## src/rtl/mpu_gyro_assembler.sv

```systemverilog
// Turns completed I2C gyro burst reads into signed X/Y/Z samples with a 1-cycle valid strobe.
// Optional start-up bias removal is built when the CALIB_EN macro is defined.
module mpu_gyro_assembler #(
  parameter int SKIP_EVENTS = 2,
  parameter int CAL_LOG2    = 6
) (
  input  logic               clk,
  input  logic               rst_n,
  input  logic               end_flag,
  input  logic [7:0]         received_data [8],
  output logic signed [15:0] gyro_x,
  output logic signed [15:0] gyro_y,
  output logic signed [15:0] gyro_z,
  output logic               sample_valid,
  output logic               calib_done
);

  localparam int SKIP_W = (SKIP_EVENTS > 0) ? $clog2(SKIP_EVENTS + 1) : 1;

  typedef enum logic [1:0] {S_WAIT, S_PROC, S_CAL} state_t;
  state_t state_q, state_d;

  logic              sync_ff1, sync_q, sync_q_d;
  logic              edge_evt, skip_done, take_evt;
  logic [SKIP_W-1:0] skip_cnt;
  logic signed [15:0] raw_x, raw_y, raw_z;
  logic              calibrating;
  logic              latch_raw, do_out;
`ifdef CALIB_EN
  logic              do_cal;
`endif

  assign edge_evt  = sync_q & ~sync_q_d;
  assign skip_done = (skip_cnt == SKIP_W'(SKIP_EVENTS));
  assign take_evt  = edge_evt & skip_done & (state_q == S_WAIT);

  // end_flag comes from a slower derived clock, so it is double-flopped before edge detection.
  always_ff @(posedge clk or negedge rst_n) begin
    if (!rst_n) begin
      sync_ff1 <= 1'b0;
      sync_q   <= 1'b0;
      sync_q_d <= 1'b0;
      skip_cnt <= '0;
    end else begin
      sync_ff1 <= end_flag;
      sync_q   <= sync_ff1;
      sync_q_d <= sync_q;
      if (edge_evt && !skip_done) skip_cnt <= skip_cnt + 1'b1;
    end
  end

  always_ff @(posedge clk or negedge rst_n) begin
    if (!rst_n) state_q <= S_WAIT;
    else        state_q <= state_d;
  end

  always_comb begin
    state_d   = state_q;
    latch_raw = 1'b0;
    do_out    = 1'b0;
`ifdef CALIB_EN
    do_cal    = 1'b0;
`endif
    case (state_q)
      S_WAIT: if (take_evt) begin
        latch_raw = 1'b1;
        state_d   = S_PROC;
      end
      S_PROC: begin
        if (calibrating) state_d = S_CAL;
        else begin
          do_out  = 1'b1;
          state_d = S_WAIT;
        end
      end
      S_CAL: begin
`ifdef CALIB_EN
        do_cal  = 1'b1;
`endif
        state_d = S_WAIT;
      end
      default: state_d = S_WAIT;
    endcase
  end

  // Each word is big-endian in the burst: high byte at the lower index.
  always_ff @(posedge clk or negedge rst_n) begin
    if (!rst_n) begin
      raw_x <= '0;
      raw_y <= '0;
      raw_z <= '0;
    end else if (latch_raw) begin
      raw_x <= {received_data[0], received_data[1]};
      raw_y <= {received_data[2], received_data[3]};
      raw_z <= {received_data[4], received_data[5]};
    end
  end

`ifdef CALIB_EN
  localparam int ACC_W = 16 + CAL_LOG2;

  logic                      calib_q;
  logic [CAL_LOG2-1:0]       cal_cnt;
  logic signed [ACC_W-1:0]   acc_x, acc_y, acc_z;
  logic signed [ACC_W-1:0]   sum_x, sum_y, sum_z;
  logic signed [15:0]        bias_x, bias_y, bias_z;

  function automatic logic [15:0] sat_sub(input logic [15:0] a, input logic [15:0] b);
    logic [16:0] d;
    d = {a[15], a} - {b[15], b};
    // Overflow iff the 17-bit sign disagrees with bit 15.
    if (d[16] != d[15]) sat_sub = d[16] ? 16'h8000 : 16'h7FFF;
    else                sat_sub = d[15:0];
  endfunction

  assign calibrating = ~calib_q;
  assign calib_done  = calib_q;
  assign sum_x = acc_x + {{CAL_LOG2{raw_x[15]}}, raw_x};
  assign sum_y = acc_y + {{CAL_LOG2{raw_y[15]}}, raw_y};
  assign sum_z = acc_z + {{CAL_LOG2{raw_z[15]}}, raw_z};

  // Bias is the arithmetic mean of the window, including the sample that completes it.
  always_ff @(posedge clk or negedge rst_n) begin
    if (!rst_n) begin
      calib_q <= 1'b0;
      cal_cnt <= '0;
      acc_x   <= '0;
      acc_y   <= '0;
      acc_z   <= '0;
      bias_x  <= '0;
      bias_y  <= '0;
      bias_z  <= '0;
    end else if (do_cal) begin
      acc_x   <= sum_x;
      acc_y   <= sum_y;
      acc_z   <= sum_z;
      cal_cnt <= cal_cnt + 1'b1;
      if (&cal_cnt) begin
        bias_x  <= sum_x[CAL_LOG2 +: 16];
        bias_y  <= sum_y[CAL_LOG2 +: 16];
        bias_z  <= sum_z[CAL_LOG2 +: 16];
        calib_q <= 1'b1;
      end
    end
  end

  always_ff @(posedge clk or negedge rst_n) begin
    if (!rst_n) begin
      gyro_x       <= '0;
      gyro_y       <= '0;
      gyro_z       <= '0;
      sample_valid <= 1'b0;
    end else begin
      sample_valid <= do_out;
      if (do_out) begin
        gyro_x <= sat_sub(raw_x, bias_x);
        gyro_y <= sat_sub(raw_y, bias_y);
        gyro_z <= sat_sub(raw_z, bias_z);
      end
    end
  end
`else
  logic unused_ok;

  assign calibrating = 1'b0;
  assign calib_done  = 1'b1;
  assign unused_ok   = &{1'b0, received_data[6], received_data[7], CAL_LOG2[0]};

  always_ff @(posedge clk or negedge rst_n) begin
    if (!rst_n) begin
      gyro_x       <= '0;
      gyro_y       <= '0;
      gyro_z       <= '0;
      sample_valid <= 1'b0;
    end else begin
      sample_valid <= do_out;
      if (do_out) begin
        gyro_x <= raw_x;
        gyro_y <= raw_y;
        gyro_z <= raw_z;
      end
    end
  end
`endif

endmodule

```

## config.mk

```make
export PLATFORM = sky130hd
export DESIGN_NAME = mpu_gyro_assembler
export DESIGN_NICKNAME = d
export VERILOG_FILES = /design/src/rtl/mpu_gyro_assembler.sv
export SDC_FILE = /design/constraint.sdc
export NUM_CORES = 1
export LEC_CHECK = 0
export BUFFER_PORTS_ARGS = -buffer_cell sky130_fd_sc_hd__buf_2
export CORE_ASPECT_RATIO = 1.2
export CORE_UTILIZATION = 46
export CTS_CLUSTER_DIAMETER = 120
export DETAILED_ROUTE_END_ITERATION = 10
export GPL_ROUTABILITY_DRIVEN = 0
export PLACE_DENSITY = 0.78
export SLEW_MARGIN = 20
export SYNTH_ARGS = -nofsm -noshare
export SYNTH_HDL_FRONTEND = slang
export SYNTH_SLANG_ARGS = --single-unit
```

## constraint.sdc

```tcl
create_clock -name clk -period 1.5 [get_ports clk]
set_clock_uncertainty 0.15 [all_clocks]
set_input_delay 0.3 -clock clk [delete_from_list [all_inputs] [get_ports clk]]
set_output_delay 0.3 -clock clk [all_outputs]
set_load 0.05 [all_outputs]
```

==> summary.txt, run 1 <==
Status
  – Status: finished, violations left
  – Violated checks: design-rule violations, negative setup slack

Final layout
  – Area growth, synth to finish: 32.8%
  – Most common cell after layout, fill and taps aside: dfrtp_1
  – Most frequent cells in the layout: 102 x dfrtp_1, 98 x buf_2, 62 x mux2_2
  – Util after Layout: 64.2%
  – Layout cell share with drive strength beyond 1: 67.2%
  – # diodes: 0
  – Fin nets: 409
  – Final non-filler cell total: 437
  – Post-route cell area: 5040 um^2

Synthesis
  – Yosys cell types: 13
  – Mapped Area: 3790 um^2
  – Largest area contributor in the netlist: dfrtp_1
  – Area contributors post-synth: dfrtp_1 68%, mux2_2 26%, mux2_1 2.7%
  – Net Count, Synth: 286
  – Post-synthesis sequential area ratio: 68.0%
  – Syn Area/Cell: 17.4 um^2
  – Syn Inst Count: 218
  – Yosys warnings: 0
  – Flops & latches, synth: 103
  – Synth top area share: 68.0%

GRT
  – GR Overflow Total: 0
  – Initial antenna violation count: 0
  – Largest net degree at the start of global routing: 50
  – Number of global-route vias before repair: 2227
  – First-pass GRT wire length: 11000 um
  – GRT Util Overall: 16.9%

Setup path
  – R2r worst-path depth: 6
  – RR Startpoint: skip_cnt[0]
  – Reg-to-reg critical path endpoint: raw_z[14]
  – Req. time, crit path: 1.60 ns
  – FF-to-FF setup slack: -0.19 ns
  – Max FO, Critical Path: 7
  – Critical Path End Type: flip-flop
  – CP Launch Type: flip-flop
  – Setup CP Type: reg2reg
  – Worst path arrival time: 1.79 ns

Die
  – Die span in x: 84.9 um
  – Initial Utilization: 48.4%
  – Cell Rows: 35
  – Die area: 8610 um^2
  – Core ar.: 7840 um^2
  – Ports: 117
  – Chip Height: 101 um

Route
  – Final wirelength: 7010 um
  – Residual DRC: 7
  – Routed wire per std cell: 16.1 um
  – Vias/cell: 5.03
  – Initial DRC Count: 87
  – Vias: 2197
  – Post-route ant nets: 0
  – First-pass iteration count of the detailed router: 10

STA
  – # setup viols final: 48
  – Hold Worst Slack: 0.0130 ns
  – Fmax: 592 MHz
  – Setup repair after global routing missed its margin: yes
  – Fin worst setup slack: -0.189 ns
  – Min Tclk post-route: 1.69 ns
  – Final slew viol count: 0
  – Final Cycle Share: 113%
  – Final hold vios: 0

Placement
  – PortBufs: 99
  – Post-DP HPWL: 4480 um
  – Post-Place Setup Slack: -0.245 ns
  – DP Area: 4510 um^2
  – Cell count after placement: 407

CTS
  – CTS H-tree lvls: 3
  – Clk slew on worst S/H paths: 0.10 ns
  – Worst skew pair latency: 0.36 ns
  – Num CTS Buffers: 9
  – CTS Sinks: 103
  – Root Driver: clkbuf_8
  – TritonCTS clock tree: yes
  – CTS max path bufs: 2

Power
  – PwrDens: 2330 nW/um^2
  – Max IR drop VDD: 1.39 mV
  – Lkg Pwr: 2.45 nW

Min path
  – Hold Path Sink: raw_z[12]
  – Hold Crit Start: received_data[28]
  – Worst hold stages: 2
  – Hold Crit Class: in2reg

Run
  – MaxCap Viol Count: 0
[cells by family after synthesis]
group,count (synthesis),share of synthesized area (%)
flops,103,68.0
mux,97,28.8
buf+inv,13,2.05
simple gates,2,0.528
xor+xnor,1,0.231
fa+ha+maj,1,0.330
other cells,1,0.0989
[cell type report]
type                            instances  area [um^2]
Clock buffer                           10          128
Clock inverter                          5         83.8
Fill cell                             592         2800
Inverter                                2         7.51
Multi-Input combinational cell        102         1280
Sequential cell                       103         2580
Tap cell                               92          115
Timing Repair Buffer                  123          838
[registers in the layout, indices dropped and copies added, names as in the netlist]
name / flops
gyro_x: 16
gyro_y: 16
gyro_z: 16
raw_x: 16
raw_y: 16
raw_z: 16
skip_cnt: 2
sample_valid: 1
state_q: 1
sync_ff1: 1
sync_q: 1
sync_q_d: 1
[worst max path at each step]
stage / from / to / slack (ns) / depth (start not counted)
6_report: skip_cnt[0] / raw_z[14] / -0.19 / 6
5_1_grt: skip_cnt[0] / raw_x[15] / -0.23 / 6
4_1_cts: skip_cnt[0] / raw_z[8] / -0.19 / 6
3_5_place_dp: skip_cnt[0] / raw_x[6] / -0.24 / 5
3_3_place_gp: skip_cnt[0] / raw_x[3] / -0.22 / 5
2_1_floorplan: skip_cnt[0] / raw_y[10] / -0.15 / 6
[critical path: stages (launching register included)]
cell	delay [ns]
dfrtp_1	0.38
inv_2	0.07
ha_4	0.12
and4bb_4	0.24
buf_4	0.14
clkbuf_16	0.15
mux2_2	0.33
[cell usage after synthesis, drive strengths merged]
master,n
dfrtp,103
conb,1
and4bb,1
nor3b,1
ha,1
inv,2
xnor2,1
mux2,96
buf,11
mux2i,1
[timing repair]
action | CTS | global route
resized for setup | 19 | 12
setup endpoints to repair | 96 | 67
setup buffers | 4 | 1
endpoints found under the hold margin | 106 | 2
cloned | 1 | 3
hold buffers | 4 | 2
[routing by layer]
| metal | routed length [um] | track usage, % | vias up |
|---|---|---|---|
| met3 | 269 | 3.10 | 10 |
| met2 | 3560 | 28.0 | 63 |
| met1 | 3060 | 21.7 | 1122 |
| met4 | 132 | 8.60 | 0 |
| li1 | - | - | 1002 |
| met5 | 0 | 0 | - |
[power by group]
part	total [mW]	internal (mW)	switching, mW
clock	1.82	0.934	0.887
sequential	4.72	4.07	0.645
combinational	5.18	2.07	3.11
total	11.7	7.08	4.64
[metrics by stage]
step,total power [mW],setup TNS (ns)
finish,11.7,-8.03
global route,12.3,-10.14
global placement,9.37,-12.48
detailed placement,9.60,-13.80
CTS,11.7,-8.04
floorplan,8.37,-5.04
(Power assumes the default switching activity.)
==> inputs of run 2 (changes only) <==
- CORE_MARGIN: default -> 8
- HOLD_SLACK_MARGIN: default -> 0.15
- PLACE_DENSITY: 0.78 -> default
- PLACE_DENSITY_LB_ADDON: default -> 0.3
==> run 2 against run 1 <==
Effect of this change: routed wire length increased by 7.3%; register-to-register slack better by 0.02 ns; critical endpoint is now raw_z[1]; total power shrank 1.3%; the run ends with negative setup slack left; final cell count up 8.9%; highest routed layer unchanged; critical path depth shrank 1; clock-buffer cell count did not move; sequential power barely moved.
==> summary.txt, run 2 (synthesis gave the netlist of run 1 again) <==
STA
  – Final Cycle Share: 111% (was 113%)
  – Final hold vios: 0 (unchanged)
  – Min Tclk post-route: 1.66 ns (was 1.69 ns)
  – Final slew viol count: 0 (unchanged)
  – Fin worst setup slack: -0.164 ns (was -0.189 ns)
  – Fmax: 601 MHz (was 592 MHz)
  – Setup repair after global routing missed its margin: yes (unchanged)
  – # setup viols final: 48 (unchanged)

Placement
  – Post-Place Setup Slack: -0.207 ns (was -0.245 ns)
  – Post-DP HPWL: 5010 um (was 4480 um)
  – DP Area: 4510 um^2 (about the same)
  – PortBufs: 99 (unchanged)

Power
  – Lkg Pwr: 2.53 nW (was 2.45 nW)
  – PwrDens: 2190 nW/um^2 (was 2330 nW/um^2)
  – Clock power frac: 16.2% (was 15.5%)
  – Switching share of power: 39.8% (was 39.6%)
  – Net switching power: 4.61 mW (was 4.64 mW)
  – Total Power: 11.6 mW (was 11.7 mW)
  – Internal: 6.96 mW (was 7.08 mW)
  – Sequential fraction of design power: 40.5% (was 40.3%)
  – Gate power share: 43.3% (was 44.2%)
  – Max IR drop VDD: 1.09 mV (was 1.39 mV)

Final layout
  – Most frequent cells in the layout: 102 x dfrtp_1, 96 x buf_2, 80 x mux2_2 (was 102 x dfrtp_1, 98 x buf_2, 62 x mux2_2)
  – Area growth, synth to finish: 39.1% (was 32.8%)
  – # diodes: 0 (unchanged)
  – Fin nets: 445 (was 409)
  – Most common cell after layout, fill and taps aside: dfrtp_1 (unchanged)
  – Util after Layout: 65.4% (was 64.2%)
  – Layout cell share with drive strength beyond 1: 58.8% (was 67.2%)
  – Post-route cell area: 5270 um^2 (was 5040 um^2)
  – Fillcell total: 598 (was 592)

Status
  – Status: finished, violations left (unchanged)
  – Violated checks: negative setup slack (was design-rule violations, negative setup slack)

Route
  – Post-route ant nets: 0 (unchanged)
  – Residual DRC: 0 (was 7)
  – Routed wire per std cell: 15.8 um (was 16.1 um)
  – Final wirelength: 7530 um (was 7010 um)
  – Vias: 2331 (was 2197)
  – First-pass iteration count of the detailed router: 4 (was 10)
  – Vias/cell: 4.90 (was 5.03)
  – Initial DRC Count: 57 (was 87)

Setup path
  – Buffer and inverter count on the worst path: 2 (was 3)
  – Worst path arrival time: 1.75 ns (was 1.79 ns)
  – R2r worst-path depth: 5 (was 6)
  – CP max stage cell: dfrtp_1 (unchanged)
  – Critical Path End Type: flip-flop (unchanged)
  – Critical-path cell list: inv_2 -> ha_4 -> and4bb_4 -> buf_12 -> mux2_2 (was inv_2 -> ha_4 -> and4bb_4 -> buf_4 -> clkbuf_16 -> mux2_2)
  – Setup CP Type: reg2reg (unchanged)
  – CP Launch Type: flip-flop (unchanged)
  – FF-to-FF setup slack: -0.16 ns (was -0.19 ns)
  – Cell depth of the worst setup path: 5 (was 6)
  – Reg-to-reg critical path endpoint: raw_z[1] (was raw_z[14])
  – Max FO, Critical Path: 19 (was 7)
  – Crit-path max cell delay: 0.38 ns (about the same)
  – RR Startpoint: skip_cnt[0] (unchanged)
  – Crit path from: skip_cnt[0] (unchanged)
  – Critical Path End: raw_z[1] (was raw_z[14])
  – Top cell family by delay on the critical path: flip-flops (unchanged)
  – Req. time, crit path: 1.59 ns (was 1.60 ns)

Die
  – Ports: 117 (unchanged)
  – Initial Utilization: 47.0% (was 48.4%)
  – Core ar.: 8060 um^2 (was 7840 um^2)
  – Cell Rows: 36 (was 35)
  – Chip Height: 115 um (was 101 um)
  – Die area: 11400 um^2 (was 8610 um^2)
  – Die span in x: 98.9 um (was 84.9 um)

GRT
  – GRT Util Overall: 14.4% (was 16.9%)
  – Number of global-route vias before repair: 2588 (was 2227)
  – First-pass GRT wire length: 13100 um (was 11000 um)
  – Initial antenna violation count: 0 (unchanged)
  – Largest net degree at the start of global routing: 55 (was 50)
  – GR Overflow Total: 0 (unchanged)

CTS
  – TritonCTS clock tree: yes (unchanged)
  – CTS Sinks: 103 (unchanged)
  – Clk slew on worst S/H paths: 0.09 ns (was 0.10 ns)
  – Num CTS Buffers: 9 (unchanged)
  – CTS max path bufs: 2 (unchanged)
  – Root Driver: clkbuf_8 (unchanged)
  – Worst skew pair latency: 0.35 ns (was 0.36 ns)
  – CTS H-tree lvls: 3 (unchanged)

Run
  – MaxCap Viol Count: 0 (unchanged)

Min path
  – Hold Crit Class: in2async (was in2reg)
==> run 2: cell types whose count changed in the layout (fill, tap and decap cells not counted), moves of 2 or more <==
| cell | previous run | this run |
|---|---|---|
| clkbuf_16 | 3 | 0 |
| clkbuf_4 | 0 | 2 |
| dlygate4sd3_1 | 6 | 50 |
| buf_2 | 98 | 96 |
| clkinvlp_4 | 2 | 0 |
| mux2_2 | 62 | 80 |
| buf_4 | 8 | 5 |
| mux2_4 | 34 | 16 |
==> run 2: repair_timing <==
action                                  CTS  global route
pin swaps                                 0             0
endpoints found under the setup margin   48            68
buffers inserted                          0             0
hold buffers                             50             0
resized for setup                         6             6
gates cloned                              0             0
endpoints found under the hold margin   152             0
==> run 2: worst min path at each step <==
stage / slack (ns) / depth (start not counted) / end / from
2_1_floorplan: -0.15 / 0 / gyro_x[0] / rst_n
3_3_place_gp: 0.05 / 1 / gyro_x[7] / rst_n
3_5_place_dp: 0.05 / 1 / gyro_x[7] / rst_n
4_1_cts: 0.21 / 2 / gyro_x[7] / rst_n
5_1_grt: 0.22 / 2 / raw_x[7] / rst_n
6_report: 0.21 / 2 / raw_x[14] / rst_n
==> run 2: cell type report <==
cell class | instances | area (um^2) | area share, %
clock buffer | 10 | 138 | 2.61
inverter | 2 | 7.51 | 0.142
sequential | 103 | 2580 | 48.9
tap | 95 | 119 | 2.25
multi-input combinational | 102 | 1210 | 23.0
clock inverter | 5 | 82.6 | 1.57
timing repair buffer | 159 | 1140 | 21.5
==> run 2: worst reg2reg max path, stage by stage (launching register included) <==
cell and delay [ns]:
dfrtp_1 0.38, inv_2 0.08, ha_4 0.13, and4bb_4 0.29, buf_12 0.18, mux2_2 0.35
==> run 2: metrics by stage <==
stage | hold WS [ns] | setup TNS [ns] | instances
after CTS | 0.208 | -7.54 | 476
after global routing | 0.221 | -10.17 | 476
after detailed placement | 0.0531 | -8.55 | 411
after floorplan | -0.146 | -5.04 | 218
after global placement | 0.0467 | -8.17 | 411
final | 0.213 | -7.02 | 476
==> run 2: power by group through the flow <==
| stage | clock, mW | sequential (mW) | combinational, mW |
|---|---|---|---|
| 2_1_floorplan | 0 | 6.77 | 1.60 |
| 3_3_place_gp | 0 | 4.66 | 4.78 |
| 3_5_place_dp | 0 | 4.73 | 4.88 |
| 4_1_cts | 1.92 | 4.69 | 5.03 |
| 5_1_grt | 2.04 | 4.86 | 5.29 |
| 6_report | 1.87 | 4.69 | 5.01 |
==> run 2: per-layer routing <==
layer,part of all wire [%],vias up,GRT usage [%],routed length (um)
li1,-,1077,-,-
met1,44,1184,17.7,3310
met2,49,60,23.6,3710
met3,5.1,10,4.09,383
met4,1.7,0,5.54,125
met5,0,-,0,0
==> inputs of run 3 (changes only) <==
- CORE_MARGIN: 8 -> default
==> run 3 against run 2 <==
Effect of this change: flip-flop and latch count is the same; setup slack got worse by 0.053 ns; via count grew 2.5%; total power grew 5.0%; the flow finishes with violations (design-rule violations, negative setup slack); register-to-register slack got worse by 0.05 ns; largest cell class unchanged; combinational power rose by 7.8%; die area decreased by 25%; hold slack got worse by 0.032 ns; maximum frequency fell by 3.1%; final cell count grew 1.1%; non-clock buffer count is 7 higher.
==> summary.txt, run 3 (synthesis gave the netlist of run 1 again) <==
Final layout
  – Most frequent cells in the layout: 102 x dfrtp_1, 98 x buf_2, 55 x mux2_2 (was 102 x dfrtp_1, 96 x buf_2, 80 x mux2_2)
  – Fin nets: 452 (was 445)
  – Most common cell after layout, fill and taps aside: dfrtp_1 (unchanged)
  – # diodes: 0 (unchanged)
  – Final non-filler cell total: 481 (was 476)
  – Fillcell total: 539 (was 598)
  – Util after Layout: 70.7% (was 65.4%)
  – Area growth, synth to finish: 46.2% (was 39.1%)
  – Layout cell share with drive strength beyond 1: 59.1% (was 58.8%)

CTS
  – CTS Sinks: 103 (unchanged)
  – TritonCTS clock tree: yes (unchanged)
  – Worst skew pair latency: 0.35 ns (about the same)
  – CTS max path bufs: 2 (unchanged)
  – CTS H-tree lvls: 3 (unchanged)
  – Num CTS Buffers: 9 (unchanged)
  – Root Driver: clkbuf_8 (unchanged)
  – Clk slew on worst S/H paths: 0.09 ns (about the same)

Route
  – Residual DRC: 6 (was 0)
  – Vias: 2389 (was 2331)
  – Routed wire per std cell: 16.4 um (was 15.8 um)
  – Initial DRC Count: 62 (was 57)
  – Vias/cell: 4.97 (was 4.90)
  – First-pass iteration count of the detailed router: 7 (was 4)
  – Final wirelength: 7870 um (was 7530 um)
  – Post-route ant nets: 0 (unchanged)

Min path
  – Hold Crit Class: in2async (unchanged)

Die
  – Cell Rows: 35 (was 36)
  – Ports: 117 (unchanged)
  – Die area: 8610 um^2 (was 11400 um^2)
  – Initial Utilization: 48.4% (was 47.0%)
  – Die span in x: 84.9 um (was 98.9 um)
  – Core ar.: 7840 um^2 (was 8060 um^2)
  – Chip Height: 101 um (was 115 um)

STA
  – Setup TNS: -9.36 ns (was -7.02 ns)
  – # setup viols final: 49 (was 48)
  – Fin worst setup slack: -0.217 ns (was -0.164 ns)
  – Min Tclk post-route: 1.72 ns (was 1.66 ns)
  – Final Cycle Share: 114% (was 111%)
  – Final hold vios: 0 (unchanged)
  – Fmax: 582 MHz (was 601 MHz)
  – Setup repair after global routing missed its margin: yes (unchanged)
  – Final slew viol count: 0 (unchanged)

Placement
  – Post-DP HPWL: 4340 um (was 5010 um)
  – Post-Place Setup Slack: -0.212 ns (was -0.207 ns)
  – PortBufs: 99 (unchanged)
  – Cell count after placement: 406 (was 411)

Run
  – MaxCap Viol Count: 0 (unchanged)

GRT
  – GRT Util Overall: 19.6% (was 14.4%)
  – First-pass GRT wire length: 12600 um (was 13100 um)
  – Initial antenna violation count: 0 (unchanged)
  – GR Overflow Total: 0 (unchanged)
  – Largest net degree at the start of global routing: 50 (was 55)
  – Number of global-route vias before repair: 2560 (was 2588)

Power
  – Lkg Pwr: 2.67 nW (was 2.53 nW)
  – Total Power: 12.1 mW (was 11.6 mW)
  – PwrDens: 2190 nW/um^2 (about the same)
  – Max IR drop VDD: 1.25 mV (was 1.09 mV)

Setup path
  – Setup CP Type: reg2reg (unchanged)
  – R2r worst-path depth: 6 (was 5)
  – FF-to-FF setup slack: -0.22 ns (was -0.16 ns)
  – Worst path arrival time: 1.82 ns (was 1.75 ns)
  – Critical Path End Type: flip-flop (unchanged)
  – RR Startpoint: skip_cnt[0] (unchanged)
  – Reg-to-reg critical path endpoint: raw_z[13] (was raw_z[1])
  – CP Launch Type: flip-flop (unchanged)
  – Req. time, crit path: 1.60 ns (was 1.59 ns)
  – Max FO, Critical Path: 9 (was 19)

Status
  – Status: finished, violations left (unchanged)
  – Violated checks: design-rule violations, negative setup slack (was negative setup slack)
## run 3: timing repair
| action | 4_1_cts | 5_1_grt |
|---|---|---|
| resized for setup | 34 | 8 |
| endpoints found under the setup margin | 96 | 81 |
| endpoints found under the hold margin | 152 | 0 |
| pin swaps | 0 | 0 |
| cloned | 3 | 1 |
| buffers inserted | 3 | 2 |
| hold buffers | 50 | 0 |
## run 3: final cells by class
cell class	instances	area, um^2	share of cell area [%]
flip-flops and latches	103	2580	46.5
multi-input cells	102	1310	23.6
repair buffers	166	1300	23.4
clock buffers	11	131	2.37
well taps	92	115	2.08
clock inverters	5	106	1.92
inverters	2	7.51	0.135
## run 3: worst max-delay path by stage
stage / from / end / slack, ns / cells past startpoint
3_5_place_dp: skip_cnt[0] / raw_x[5] / -0.21 / 5
3_3_place_gp: skip_cnt[0] / raw_y[1] / -0.19 / 5
5_1_grt: skip_cnt[0] / raw_y[2] / -0.28 / 6
2_1_floorplan: skip_cnt[0] / raw_y[10] / -0.15 / 6
6_report: skip_cnt[0] / raw_z[13] / -0.22 / 6
4_1_cts: skip_cnt[0] / raw_y[6] / -0.22 / 6
## run 3: metal layers
layer	GRT usage [%]	share of wire, %	up-vias
li1	-	-	1096
met1	23.7	43	1221
met2	34.0	52	63
met3	3.99	3.7	9
met4	9.00	1.7	0
met5	0	0	-
## run 3: stage by stage
| stage | instance area [um^2] | hold slack, ns |
|---|---|---|
| 6_report | 5540 | 0.181 |
| 5_1_grt | 5540 | 0.164 |
| 4_1_cts | 5480 | 0.153 |
| 3_5_place_dp | 4490 | 0.0154 |
| 3_3_place_gp | 4490 | 0.0127 |
| 2_1_floorplan | 3840 | -0.146 |
## run 3: critical path, stage by stage (launching register included)
cell	delay, ns
dfrtp_1	0.38
inv_2	0.08
ha_4	0.12
and4bb_4	0.28
buf_12	0.14
buf_12	0.13
mux2_2	0.33
## run 3: power by group
group          leakage [nW]  switching (mW)  internal (mW)
Combinational          1.30            3.17           2.24
Sequential             1.26           0.652           4.07
Clock                 0.114           0.899           1.11
Total                  2.67            4.72           7.42
